==> config.mk <==
export PLATFORM = sky130hd
export DESIGN_NAME = one_hot_check
export DESIGN_NICKNAME = d
export VERILOG_FILES = /design/src/rtl/one_hot_check.sv
export SDC_FILE = /design/constraint.sdc
export NUM_CORES = 1
export LEC_CHECK = 0
export ABC_AREA = 1
export CAP_MARGIN = 20
export CORE_MARGIN = 2
export CORE_UTILIZATION = 26
export CTS_BUF_LIST = sky130_fd_sc_hd__clkbuf_4 sky130_fd_sc_hd__clkbuf_8
export CTS_CLUSTER_DIAMETER = 40
export DETAILED_ROUTE_END_ITERATION = 6
export SYNTH_ARGS = -nofsm -noshare
export SYNTH_HDL_FRONTEND = slang
export SYNTH_SLANG_ARGS = --single-unit
==> constraint.sdc <==
create_clock -name clk -period 0.8 [get_ports clk]
set_input_delay 0.08 -clock clk [delete_from_list [all_inputs] [get_ports clk]]
set_output_delay 0.08 -clock clk [all_outputs]
set_load 0.01 [all_outputs]
==> src/rtl/one_hot_check.sv <==
// Registered one-hot validity monitor for an N-bit grant/select/state vector.
// Flags one-hot, all-zero or multi-bit patterns and reports the set-bit index, one cycle later.
module one_hot_check #(
    parameter  int N     = 8,
    localparam int IDX_W = (N > 1) ? $clog2(N) : 1
) (
    input  logic             clk,
    input  logic             rst,
    input  logic [N-1:0]     sig_in,
    input  logic             en,
    output logic             one_hot,
    output logic             zero,
    output logic             multi,
    output logic [IDX_W-1:0] idx,
    output logic             valid
);

    logic             zero_c;
    logic             single_c;
    logic [IDX_W-1:0] idx_c;

    assign zero_c   = (sig_in == '0);
    assign single_c = !zero_c && ((sig_in & (sig_in - N'(1))) == '0);

    // Encoder result is only meaningful when single_c; it is masked at the flop.
    always_comb begin
        idx_c = '0;
        for (int i = 0; i < N; i++) begin
            if (sig_in[i]) begin
                idx_c = IDX_W'(i);
            end
        end
    end

    always_ff @(posedge clk) begin
        if (rst) begin
            one_hot <= 1'b0;
            zero    <= 1'b0;
            multi   <= 1'b0;
            idx     <= '0;
            valid   <= 1'b0;
        end else begin
            valid   <= en;
            one_hot <= en && single_c;
            zero    <= en && zero_c;
            multi   <= en && !zero_c && !single_c;
            idx     <= (en && single_c) ? idx_c : '0;
        end
    end

endmodule

==> flow_summary.yaml <==
power:
  ir_drop_v: 0.000389
  leakage_nw: 0.362
  p_per_area_mw_per_mm2: 1400
  p_total_mw: 0.863
yosys:
  synth-seq-cells: 7
  yosysUniqueCellTypes: 13
  synth_nets: 66
  synth_warnings: 0
  syn_avg_cell_area_um2: 6.53
  synth-seq-area-share: 0.390
  syn-instance-count: 55
  syn_area_um2: 359
cells_and_area:
  final_common_cell: "inv_1"
  nets: 95
  area_growth_pct: 71.8
  drive_above_1_share: 0.518
  layout_common_cells: "inv_1 (13), nand2_1 (11), dfxtp_1 (7), buf_2 (7), buf_4 (7)"
  fill_cells: 149
  n_antenna_cell: 0
floorplan:
  initial_utilization: 0.276
  io_pins: 18
  die_x_um: 41.2
  core_mm2: 0.00130
  dieHeight_um: 41.2
  die-area_mm2: 0.00169
  rows: 13
route:
  ant_nets: 0
  finalWirelength_um: 785
  dr.pass1.iters: 4
  drt_iter0_drc: 2
  avgRoutedWirePerCell_um: 8.01
  vias: 399
  viasPerCell: 4.07
  drc_errors: 0
worst_setup_path:
  crit_arrival_ns: 0.88
  critPathLaunchType: "input port"
  endpoint_kind: "register"
  critPathRequiredTime_ns: 0.93
  critPathKind: "in2reg"
  crit_fanout: 4
placed_design:
  gp_congestion: 0.796
  pre_cts_slack_ns: -0.492
  place_hpwl_um: 564
  portBuffers: 17
global_route:
  grt_pass1_vias: 334
  grt_first_pass_wirelength_mm: 1.20
  grt_max_degree: 5
  antenna_found_initial: 0
  grt_overflow_total: 0
  grtUsageTotal: 0.113
worst_hold_path:
  hold_path.class: "in2reg"
sta:
  grt_setup_unrepaired: "false"
  min_period_ns: 0.750
  hold_slack_ns: 0.215
  worst_slew_pin_slew_ns: 0.177
  final_max_slew_viol_count: 0
  slew_headroom: 0.882
  setup_viol: 0
  period_share: 0.938
  finalWorstSetupSlack_ns: 0.0497
  fmax_mhz: 1330
  finalHoldViolCount: 0
clocking:
  cts_buffers: 3
  cts-root-buf: "clkbuf_4"
  max-clock-path-buffers: 2
  cts_tree: "built"
  clkTransAtPathRegs_ns: 0.05
  holdBufCountCts: 0
  htreeDepth: 1
  cts_sinks: 7
run:
  cap_violations: 0
run_status:
  outcome: "finished, final reports clean"
==> Yosys cell counts <==
library cell / instances / area [um2]
a21boi_0: 1 / 7.51
a21oi_1: 2 / 10.0
dfxtp_1: 7 / 140
inv_1: 14 / 52.6
inv_2: 1 / 3.75
nand2_1: 14 / 52.6
nand2_2: 2 / 12.5
nand3_2: 1 / 10.0
nor2_1: 7 / 26.3
nor2_2: 3 / 18.8
nor2_4: 1 / 11.3
nor3_1: 1 / 5.00
o21ai_2: 1 / 8.76
==> path summary, 6_finish.rpt <==
kind,from,endpoint,cells after the start
worst max-delay path,sig_in[6],idx[1]$_SDFF_PP0_,7
worst min-delay path,en,valid$_SDFF_PP0_,4
==> worst max-delay path: stages <==
cell and delay [ns]:
dlygate4sd2_1 0.26, nor2_2 0.13, nand2_2 0.09, nor2_4 0.13, nor2_4 0.05, nand3_4 0.09, nor2_1 0.05
==> per-stage QoR <==
step	TNS [ns]	area, um2	util	instances
2_1_floorplan	0	359	-	55
3_3_place_gp	-3.30	578	0.444	91
3_5_place_dp	-3.47	578	0.444	91
4_1_cts	0	598	0.460	98
5_1_grt	0	617	0.474	98
6_report	0	617	0.474	98
==> cell type report <==
class | instances | area (um2) | share of cell area
multi-input combinational | 33 | 210 | 0.341
timing repair buffer | 24 | 161 | 0.262
sequential | 7 | 140 | 0.227
inverter | 15 | 56.3 | 0.0913
clock buffer | 4 | 30.0 | 0.0487
tap | 15 | 18.8 | 0.0304
==> repair_timing <==
| item | in CTS | in global routing |
|---|---|---|
| hold endpoints to repair | 0 | 0 |
| endpoints found under the setup margin | 13 | 6 |
| buffers inserted | 3 | 0 |
| resized for setup | 44 | 22 |
| pin swaps | 12 | 11 |
| cloned | 0 | 0 |
==> cells by family (layout without fill, tap and decap cells) <==
| logic type | after synthesis | count (layout) | share of synthesized area |
|---|---|---|---|
| buf+inv | 15 | 43 | 0.157 |
| flops | 7 | 7 | 0.390 |
| compound gates | 4 | 4 | 0.0732 |
| simple gates | 29 | 29 | 0.380 |
==> per-layer routing <==
metal  routed length, um  global-route usage  vias to the layer above
met5                   0                   0                        -
met1                 282               0.115                      168
met4                  19               0.121                        0
li1                    -                   -                      214
met3                  58              0.0163                        2
met2                 425               0.188                       15
==> registers in the layout, summed over array words and instances (netlist names) <==
signal	cells
idx	3
zero	1
one_hot	1
valid	1
multi	1
==> report_power, final <==
part           leakage [nW]  switching, mW  internal [mW]
registers            0.0569        0.00113          0.355
clock network        0.0184          0.116          0.223
logic                 0.287         0.0881         0.0785
Note: power is estimated with default switching activity, not from simulation.
